**src/rtl/mc_controller.sv**
```systemverilog
// Multi-cycle MIPS-subset control unit: FETCH/DECODE/EXEC/MEM/WB sequencer
// with per-class datapath controls, retire/illegal pulses and a retire counter.
module mc_controller (
    input  logic        clk,
    input  logic        reset,
    input  logic [5:0]  op,
    input  logic [5:0]  func,
    input  logic [4:0]  rt,
    input  logic        Zero,
    input  logic        rs_nz,
    output logic        IRWrite,
    output logic        PCWrite,
    output logic        RegWrite,
    output logic        MemWrite,
    output logic        MemtoReg,
    output logic        ALUsrc,
    output logic        RegDst,
    output logic        sign,
    output logic        Branch,
    output logic        PCj,
    output logic        jalsave,
    output logic        jr,
    output logic        BNEZALC,
    output logic [2:0]  ALUControl,
    output logic [2:0]  state,
    output logic        retire,
    output logic        illegal,
    output logic [31:0] retired_cnt
);

    typedef enum logic [2:0] {
        S_FETCH  = 3'd0,
        S_DECODE = 3'd1,
        S_EXEC   = 3'd2,
        S_MEM    = 3'd3,
        S_WB     = 3'd4
    } state_t;

    typedef enum logic [3:0] {
        C_NOP, C_ADDU, C_SUBU, C_JR, C_ORI, C_LUI, C_LW, C_SW,
        C_BEQ, C_J, C_JAL, C_BNEZALC, C_ILL
    } class_t;

    state_t      state_reg, state_next;
    class_t      class_reg, dec_class, cur_class;
    logic [31:0] retired_cnt_reg;

    always_comb begin
        dec_class = C_ILL;
        case (op)
            6'h00: begin
                case (func)
                    6'h21:   dec_class = C_ADDU;
                    6'h23:   dec_class = C_SUBU;
                    6'h08:   dec_class = C_JR;
                    6'h00:   dec_class = C_NOP;
                    default: dec_class = C_ILL;
                endcase
            end
            6'h0d:   dec_class = C_ORI;
            6'h0f:   dec_class = C_LUI;
            6'h23:   dec_class = C_LW;
            6'h2b:   dec_class = C_SW;
            6'h04:   dec_class = C_BEQ;
            6'h02:   dec_class = C_J;
            6'h03:   dec_class = C_JAL;
            6'h18:   dec_class = (rt == 5'd0) ? C_BNEZALC : C_ILL;
            default: dec_class = C_ILL;
        endcase
    end

    // The live decode is only trusted in DECODE; afterwards the latched class drives.
    assign cur_class = (state_reg == S_DECODE) ? dec_class : class_reg;

    always_comb begin
        state_next = S_FETCH;
        IRWrite    = 1'b0;
        PCWrite    = 1'b0;
        RegWrite   = 1'b0;
        MemWrite   = 1'b0;
        MemtoReg   = 1'b0;
        ALUsrc     = 1'b0;
        RegDst     = 1'b0;
        sign       = 1'b0;
        Branch     = 1'b0;
        PCj        = 1'b0;
        jalsave    = 1'b0;
        jr         = 1'b0;
        BNEZALC    = 1'b0;
        ALUControl = 3'b000;
        retire     = 1'b0;
        illegal    = 1'b0;
        case (state_reg)
            S_FETCH: begin
                IRWrite    = 1'b1;
                PCWrite    = 1'b1;
                state_next = S_DECODE;
            end
            S_DECODE: begin
                if (cur_class == C_NOP || cur_class == C_ILL) begin
                    retire     = 1'b1;
                    illegal    = (cur_class == C_ILL);
                    state_next = S_FETCH;
                end else begin
                    state_next = S_EXEC;
                end
            end
            S_EXEC: begin
                case (cur_class)
                    C_ADDU: state_next = S_WB;
                    C_SUBU: begin
                        ALUControl = 3'b001;
                        state_next = S_WB;
                    end
                    C_ORI: begin
                        ALUsrc     = 1'b1;
                        ALUControl = 3'b010;
                        state_next = S_WB;
                    end
                    C_LUI: begin
                        ALUsrc     = 1'b1;
                        ALUControl = 3'b011;
                        state_next = S_WB;
                    end
                    C_LW, C_SW: begin
                        ALUsrc     = 1'b1;
                        sign       = 1'b1;
                        state_next = S_MEM;
                    end
                    C_BEQ: begin
                        Branch     = 1'b1;
                        ALUControl = 3'b001;
                        PCWrite    = Zero;
                        retire     = 1'b1;
                    end
                    C_J, C_JAL: begin
                        PCj      = 1'b1;
                        PCWrite  = 1'b1;
                        jalsave  = (cur_class == C_JAL);
                        RegWrite = (cur_class == C_JAL);
                        retire   = 1'b1;
                    end
                    C_JR: begin
                        jr      = 1'b1;
                        PCWrite = 1'b1;
                        retire  = 1'b1;
                    end
                    C_BNEZALC: begin
                        BNEZALC  = 1'b1;
                        sign     = 1'b1;
                        PCWrite  = rs_nz;
                        RegWrite = rs_nz;
                        retire   = 1'b1;
                    end
                    default: state_next = S_FETCH;
                endcase
            end
            S_MEM: begin
                if (cur_class == C_SW) begin
                    MemWrite = 1'b1;
                    retire   = 1'b1;
                end else begin
                    state_next = S_WB;
                end
            end
            S_WB: begin
                RegWrite = 1'b1;
                RegDst   = (cur_class == C_ADDU || cur_class == C_SUBU);
                MemtoReg = (cur_class == C_LW);
                retire   = 1'b1;
            end
            default: state_next = S_FETCH;
        endcase
        // Reset masks every enable so an aborted instruction writes nothing.
        if (reset) begin
            IRWrite    = 1'b0;
            PCWrite    = 1'b0;
            RegWrite   = 1'b0;
            MemWrite   = 1'b0;
            MemtoReg   = 1'b0;
            ALUsrc     = 1'b0;
            RegDst     = 1'b0;
            sign       = 1'b0;
            Branch     = 1'b0;
            PCj        = 1'b0;
            jalsave    = 1'b0;
            jr         = 1'b0;
            BNEZALC    = 1'b0;
            ALUControl = 3'b000;
            retire     = 1'b0;
            illegal    = 1'b0;
        end
    end

    always_ff @(posedge clk) begin
        if (reset) begin
            state_reg       <= S_FETCH;
            class_reg       <= C_NOP;
            retired_cnt_reg <= 32'd0;
        end else begin
            state_reg <= state_next;
            if (state_reg == S_DECODE)
                class_reg <= dec_class;
            if (retire)
                retired_cnt_reg <= retired_cnt_reg + 32'd1;
        end
    end

    assign state       = state_reg;
    assign retired_cnt = retired_cnt_reg;

endmodule

```
**config.mk**
```make
export PLATFORM = sky130hd
export DESIGN_NAME = mc_controller
export DESIGN_NICKNAME = d
export VERILOG_FILES = /design/src/rtl/mc_controller.sv
export SDC_FILE = /design/constraint.sdc
export NUM_CORES = 1
export LEC_CHECK = 0
export ABC_CLOCK_PERIOD_IN_PS = 8109
export CAP_MARGIN = 10
export CORE_ASPECT_RATIO = 1.2
export CORE_MARGIN = 8
export CORE_UTILIZATION = 52
export DETAILED_ROUTE_END_ITERATION = 16
export PLACE_DENSITY_LB_ADDON = 0.05
export SLEW_MARGIN = 30
export SYNTH_ARGS = -nofsm -noshare
export SYNTH_HDL_FRONTEND = slang
export SYNTH_SLANG_ARGS = --single-unit
```
**constraint.sdc**
```tcl
create_clock -name clk -period 8.11 [get_ports clk]
set_input_delay 0.811 -clock clk [delete_from_list [all_inputs] [get_ports clk]]
set_output_delay 0.811 -clock clk [all_outputs]
set_load 0.02 [all_outputs]
```
# Yosys cells after proc, flatten, opt, wreduce, memory -nomap -nowiden
# Cells that the tools add are included.
# classes
n_mux	54
reduce_logical	15
addsub	1
n_eq_ne	27
# op_table
operator	n
1-bit 2-to-1 mux	38
4-bit case mux with 9 select lines	1
32-bit by 1-bit adder with 32-bit output (second input constant)	1
6-bit == test (second input constant)	4
4-bit == test (second input constant)	5
6-bit by 4-bit == test with 1-bit output (second input constant)	3
4-bit by 3-bit == test with 1-bit output (second input constant)	4
4-bit case mux with 4 select lines	1
6-bit by 2-bit == test with 1-bit output (second input constant)	2
6-bit zero test	2
3-bit case mux with 4 select lines	1
3-bit 2-to-1 mux	3
4-bit by 2-bit == test with 1-bit output (second input constant)	2
4-bit OR reduction	2
3-bit by 2-bit == test with 1-bit output (second input constant)	2
6-bit by 3-bit == test with 1-bit output (second input constant)	1
6-bit by 5-bit == test with 1-bit output (second input constant)	1
1-bit case mux with 2 select lines	3
2-bit case mux with 3 select lines	1
3-bit case mux with 2 select lines	1
2-bit OR reduction	3
3-bit OR reduction	2
5-bit zero test	1
5-bit OR reduction	1
10 further kinds	12
# word_totals
output_inout_bits	53
elab_cells	100
regBits	39

# Longest topological paths before layout
# Gate-level depths: netlist (run 1).
# depth
word_depth	9
mapped_depth	12
mapped_depth_nobuf	8

# Worst setup path after synthesis (run 1)
# No wires, ideal clock.
# synth_timing
kind	input to output
from	input port op[2]
to	output port PCWrite
path_stages	9
arrival_time_ns	3.549
slack_ns	3.750
path_buffers	1
cell_sequence	buf_6 nor4_2 nand2_1 o311a_1 a221oi_4 inv_1 nand2_1 o2111ai_1 a2111oi_0
# synth_between
elab_chain_cells	8
word_cells_on_any_way	20
# synth_lines
element	line	source
start, declared	6	input logic [5:0] op,
6-bit by 5-bit == test with 1-bit output (tied with other cells)	50	case (op)
4-bit case mux with 9 select lines *	50	
4-bit 2-to-1 mux *	-	
4-bit == test / 4-bit by 2-bit == test with 1-bit output (equally long branches)	109	case (cur_class)
3-bit OR reduction (no line)	-	
1-bit case mux with 3 select lines *	109	
1-bit case mux with 2 select lines *	93	case (state_reg)
1-bit 2-to-1 mux *	175	if (reset) begin
end, declared	12	output logic PCWrite,
# Every way passes the cells marked *; elsewhere a longest branch is shown, timed or not.

# Final worst setup path (run 1)
# layout_timing
from	input port op[0]
to	output port retire
# layout_between
elab_chain_cells	8
word_cells_on_any_way	26
# layout_lines
element	line	source
6-bit by 5-bit == test with 1-bit output (tied with other cells)	50	
4-bit case mux with 9 select lines *	50	
4-bit 2-to-1 mux *	-	
4-bit == test (tied with other cells)	109	
5-bit OR reduction (no line) / 1-bit logical OR (equally long branches)	-	
1-bit 2-to-1 mux (on tied branches)	109, 100	
1-bit case mux with 4 select lines *	93	
1-bit 2-to-1 mux *	175	
end, declared	26	output logic retire,
# Marks and branches as above.

==> metrics.txt, run 1 <==
status=completed; routed vias/inst=5.987; gpl congestion=0.9092; antenna violations before repair=0; Yosys top cell by area=dfxtp_1; fin crit period=5005 ps; worst setup path category=input port to output pin; worst r2r dst=retired_cnt[23]; grt total ovfl=0; max reg flops=32; WL final=6923 um; DRT Pass-1 Iters=4; synth top area cells=dfxtp_1, a21oi_1, o31ai_1; Fillers=444; VDD IR max=155.4 uV; Least-Margin Pin Slew=634.5 ps; CTS tree=done; P per Cell Area=214.4 nW/um^2; placed insts=446; fin crit share=61.72%; Clock Path Buffers=2; mux contribution to synthesized area=0.3912%; synthesis-stage register bit count=39; Syn Area/Cell=7.593 sq um; Logic pwr share=44.5%; Clock Latency Late Sink=290 ps; Post-Layout Cell Count=454; Worst Reg2Reg Path Length in Cells=9; io pins=74; post-synthesis cell area=2559 sq um; Net Sw Frac=41.38%; Worst R2R Start=state[0]; antenna viol nets, final=0; post-synthesis adder-cell area fraction=0.4890%; CP endpoint=retire; Synthesized Nets=359; CP Launch Point=op[0]; total number of vias=2,718; final setup fails=0; Yosys cell types=58; overall routing resource usage=18.26%; RSZ-0062 raised after global routing=false; storage element area=780.7 sq um; Critical Path Fanout Max=63; Static Leakage=1.006 nW; Power Internal=421.5 uW; layout cells sized above 1=5.584%; area of the multi-input gates=1619 sq um; CTS H-tree depth=2; Hold Slack=486.2 ps; Post-synth EDFFs=0; Worst Skew=9.358 ps; setup TNS=0 ps; post-synthesis compound-gate area fraction=25.38%; reg-to-reg setup timing slack=5090 ps; Hold Crit Class=flip-flop to flip-flop; Seq/Total Area, Yosys=30.51%; post-synthesis async set-or-reset flop share=0%; final-report max-slew violation count=0; n_diodes=0; Critical Path RT=7300 ps; CTS sink cnt=39; Clock Power Share=23.3%; startpoint types=input port; commonest non-fill, non-tap cell in the layout=clkdlybuf4s50_1; most frequent cells in the layout=clkdlybuf4s50_1, dfxtp_1, a21oi_1; CP Capture Type=output pin; Pwr Total=719.1 uW; crit path DAT=4190 ps; starting density of the core=52.92%; # hold bufs at CTS=0; Row Count=28; Synth Flop Type=dfxtp_1; post-CTS setup buffers=0; die height=92.84 um; Avg WL per Cell=15.25 um; Post-Syn Instances=337; Reg power frac=32.1%; die width=80.04 um; clk slew on worst S/H paths=80 ps; area delta synth->final=31.10%; first-pass GRT wire length=11,440 um; Fin. Hold Viols=0; # port buffers=72; vias in the first global route=2,474; DRC viols=0; nets=415; largest net degree at the start of global routing=64; Slew Limit Headroom=57.14%; Sw Pwr=297.6 uW; Simple-Gate Fraction of Synth Area=35.50%; Synth top area share=30.51%; Max Cap Viol=0; Placeable Area=4835 sq um; CTS Buf Count=5; Post-DP HPWL=5094 um; Post-Synth XOR/XNOR Area=1.369%; Synth Warn #=0; Root Buffer=clkbuf_8; Peak Freq=0.1998 GHz; combinational family with the most area after synthesis=simple AND/OR/NAND/NOR gates; post-cts repair resize count=0; DIE AREA=7430 sq um; DR iter-0 viols=144
==> worst min path at each step <==
stage,startpoint,end,depth (start not counted)
6_report,retired_cnt[31],retired_cnt[31],2
5_1_grt,retired_cnt[31],retired_cnt[31],2
4_1_cts,retired_cnt[31],retired_cnt[31],2
3_5_place_dp,retired_cnt[31],retired_cnt[31],2
3_3_place_gp,retired_cnt[31],retired_cnt[31],2
2_1_floorplan,class_reg[3],state[2],2
==> synth_stat cells (4+ instances only) <==
master / count
dfxtp_1: 39
a21oi_1: 32
nand2_1: 29
nor2_1: 25
or3_1: 21
o21ai_0: 20
o31ai_1: 18
or4_1: 17
nand3_1: 16
clkbuf_1: 11
nor3_1: 11
buf_2: 10
nand4_1: 9
inv_1: 7
and2_1: 6
and3_1: 5
nor4_1: 5
or2_2: 4
==> cell type report <==
cell class / instances / share of cell area (%)
flip-flops and latches: 39 / 23.27
multi-input cells: 266 / 48.27
well taps: 60 / 2.238
clock inverters: 2 / 1.044
clock buffers: 6 / 2.462
inverters: 7 / 0.7833
repair buffers: 74 / 21.93
==> routing by layer <==
layer	part of all wire (%)	up-vias	GRT usage, %
met2	52	63	33.69
met3	5.4	6	4.651
met5	0	-	0
met1	42	1267	20.22
met4	0.74	0	3.495
li1	-	1382	-
==> through the flow <==
stage / instance area, sq um / worst slack [ps] / util, %
after floorplan: 2559 / 3750 / -
after global placement: 3237 / 3206 / 66.95
after detailed placement: 3237 / 3139 / 66.95
after CTS: 3354 / 3126 / 69.38
after global routing: 3354 / 2839 / 69.38
final: 3354 / 3105 / 69.38
==> critical path, stage by stage <==
cell and delay (ps):
clkdlybuf4s50_1 540, or3_1 430, a2111oi_2 460, o31a_1 470
nand3_1 120, o21ai_1 150, a31oi_4 100, buf_4 300
nor2_1 140, clkdlybuf4s50_1 620
==> power groups by stage <==
stage	combinational (mW)	sequential, mW	clock [mW]
final	0.320	0.231	0.168
after CTS	0.319	0.230	0.171
after floorplan	0.249	0.230	0
after global routing	0.359	0.234	0.180
after detailed placement	0.318	0.235	0
after global placement	0.315	0.234	0
==> cell families (layout without fill, tap and decap cells) <==
logic type               after synthesis  count (layout)
multiplexers                           1               1
adder cells (fa/ha/maj)                1               1
AND/OR/NAND/NOR                      163             163
XOR/XNOR                               4               4
AO/OA/AOI/OAI                         96              96
buffers and inverters                 32              89
other                                  1               1
flip-flops                            39              39
(Power assumes the default switching activity.)
==> inputs of run 2 (changes only) <==
ABC_CLOCK_PERIOD_IN_PS = 4900   (was 8109)
CORE_UTILIZATION = 48   (was 52)
clock period = 4.9 ns   (was 8.11 ns; I/O delays follow)
==> metrics.txt, run 2 (synthesis gave the netlist of run 1 again) <==
status=completed; vias in the first global route=2,614; overall routing resource usage=18.19%; antenna violations before repair=0; post-cts repair resize count=0; RSZ-0062 raised after global routing=false; DR iter-0 viols=154; CTS sink cnt=39; largest net degree at the start of global routing=63; layout cells sized above 1=5.570%; Slew Limit Headroom=58.25%; Avg WL per Cell=15.63 um; CP Capture Type=output pin; Row Count=29; Hold Crit Class=flip-flop to flip-flop; Critical Path Fanout Max=9; grt total ovfl=0; setup TNS=0 ps; antenna viol nets, final=0; Root Buffer=clkbuf_8; fin crit share=88.26%; die width=82.65 um; Critical Path RT=4410 ps; DIE AREA=7933 sq um; Fillers=505; DRC viols=0; gpl congestion=0.9266; Worst Reg2Reg Path Length in Cells=8; most frequent cells in the layout=clkdlybuf4s50_1, dfxtp_1, a21oi_1; Placeable Area=5225 sq um; WHS Path Cells=2; DRT Pass-1 Iters=4; # hold bufs at CTS=0; Worst Skew=10.89 ps; die height=95.98 um; total number of vias=2,733; CTS tree=done; worst setup path category=input port to output pin; placed insts=449; max reg flops=32; clk slew on worst S/H paths=80 ps; final setup fails=0; Clock Path Buffers=2; P per Cell Area=368.9 nW/um^2; post-CTS setup buffers=0; CTS H-tree depth=2; Least-Margin Pin Slew=623.5 ps; # port buffers=72; Static Leakage=1.015 nW; routed vias/inst=5.980; io pins=74; fin crit period=4325 ps; Fin. Hold Viols=0; crit path DAT=3830 ps; Post-DP HPWL=5293 um; Peak Freq=0.2312 GHz; Clock Latency Late Sink=300 ps; first-pass GRT wire length=11,830 um; startpoint types=input port; Max Cap Viol=0; nets=416; starting density of the core=48.97%; final-report max-slew violation count=0; n_diodes=0; VDD IR max=251.3 uV; WL final=7143 um; area delta synth->final=32.08%; CTS Buf Count=5; Post-Layout Cell Count=457; commonest non-fill, non-tap cell in the layout=clkdlybuf4s50_1
run 2: cell types whose count changed in the layout (fill, tap and decap cells not counted), sizes merged:
cell / previous run / this run
buf: 2 / 3
bufinv: 1 / 2
clkinv: 1 / 0
run 2: critical path, cell delays in order:
cell	delay [ps]
clkdlybuf4s50_1	550
or3_1	390
a211oi_1	230
nor3_1	140
a221oi_4	490
inv_1	160
nand2_1	150
o2111ai_1	120
a2111oi_0	420
clkdlybuf4s50_1	680
run 2: path summary, 6_finish.rpt:
check	from	endpoint	slack, ps
worst min-delay path	retired_cnt[31]	retired_cnt[31]	480
worst min register to register	retired_cnt[31]	retired_cnt[31]	480
worst max-delay path	op[0]	PCWrite	580
worst max register to register	state[0]	retired_cnt[25]	1810
run 2: final cells by class:
cell class / count / area [sq um] / area share [%]
clock buffers: 6 / 72.57 / 2.147
inverters: 7 / 26.28 / 0.7775
repair buffers: 75 / 743.2 / 21.99
well taps: 62 / 77.57 / 2.295
multi-input cells: 266 / 1619 / 47.91
flip-flops and latches: 39 / 780.7 / 23.10
clock inverters: 2 / 60.06 / 1.777
run 2: layer usage:
| layer | GRT usage, % | wire length, um | vias up |
|---|---|---|---|
| li1 | - | - | 1389 |
| met3 | 4.393 | 378 | 12 |
| met5 | 0 | 0 | - |
| met1 | 20.31 | 2951 | 1276 |
| met4 | 5.476 | 108 | 0 |
| met2 | 32.77 | 3704 | 56 |
run 2: report_power, final:
group	total (mW)	leakage, nW	switching, mW	internal (mW)
clock network	0.322	0.0654	0.118	0.204
logic	0.544	0.634	0.346	0.198
registers	0.381	0.315	0.0396	0.342
total	1.25	1.01	0.504	0.743
run 2: metrics by stage:
step / area (sq um) / total power [mW] / setup slack (ps) / hold WS [ps] / utilization (%)
3_3_place_gp: 3247 / 0.9228 / 641.1 / 464.2 / 62.14
6_report: 3379 / 1.247 / 575.1 / 484.4 / 64.68
2_1_floorplan: 2559 / 0.7938 / 1182 / 507.9 / -
5_1_grt: 3379 / 1.328 / 309.6 / 515.8 / 64.68
3_5_place_dp: 3247 / 0.9296 / 588.2 / 481.0 / 62.14
4_1_cts: 3379 / 1.250 / 575.3 / 492.4 / 64.68
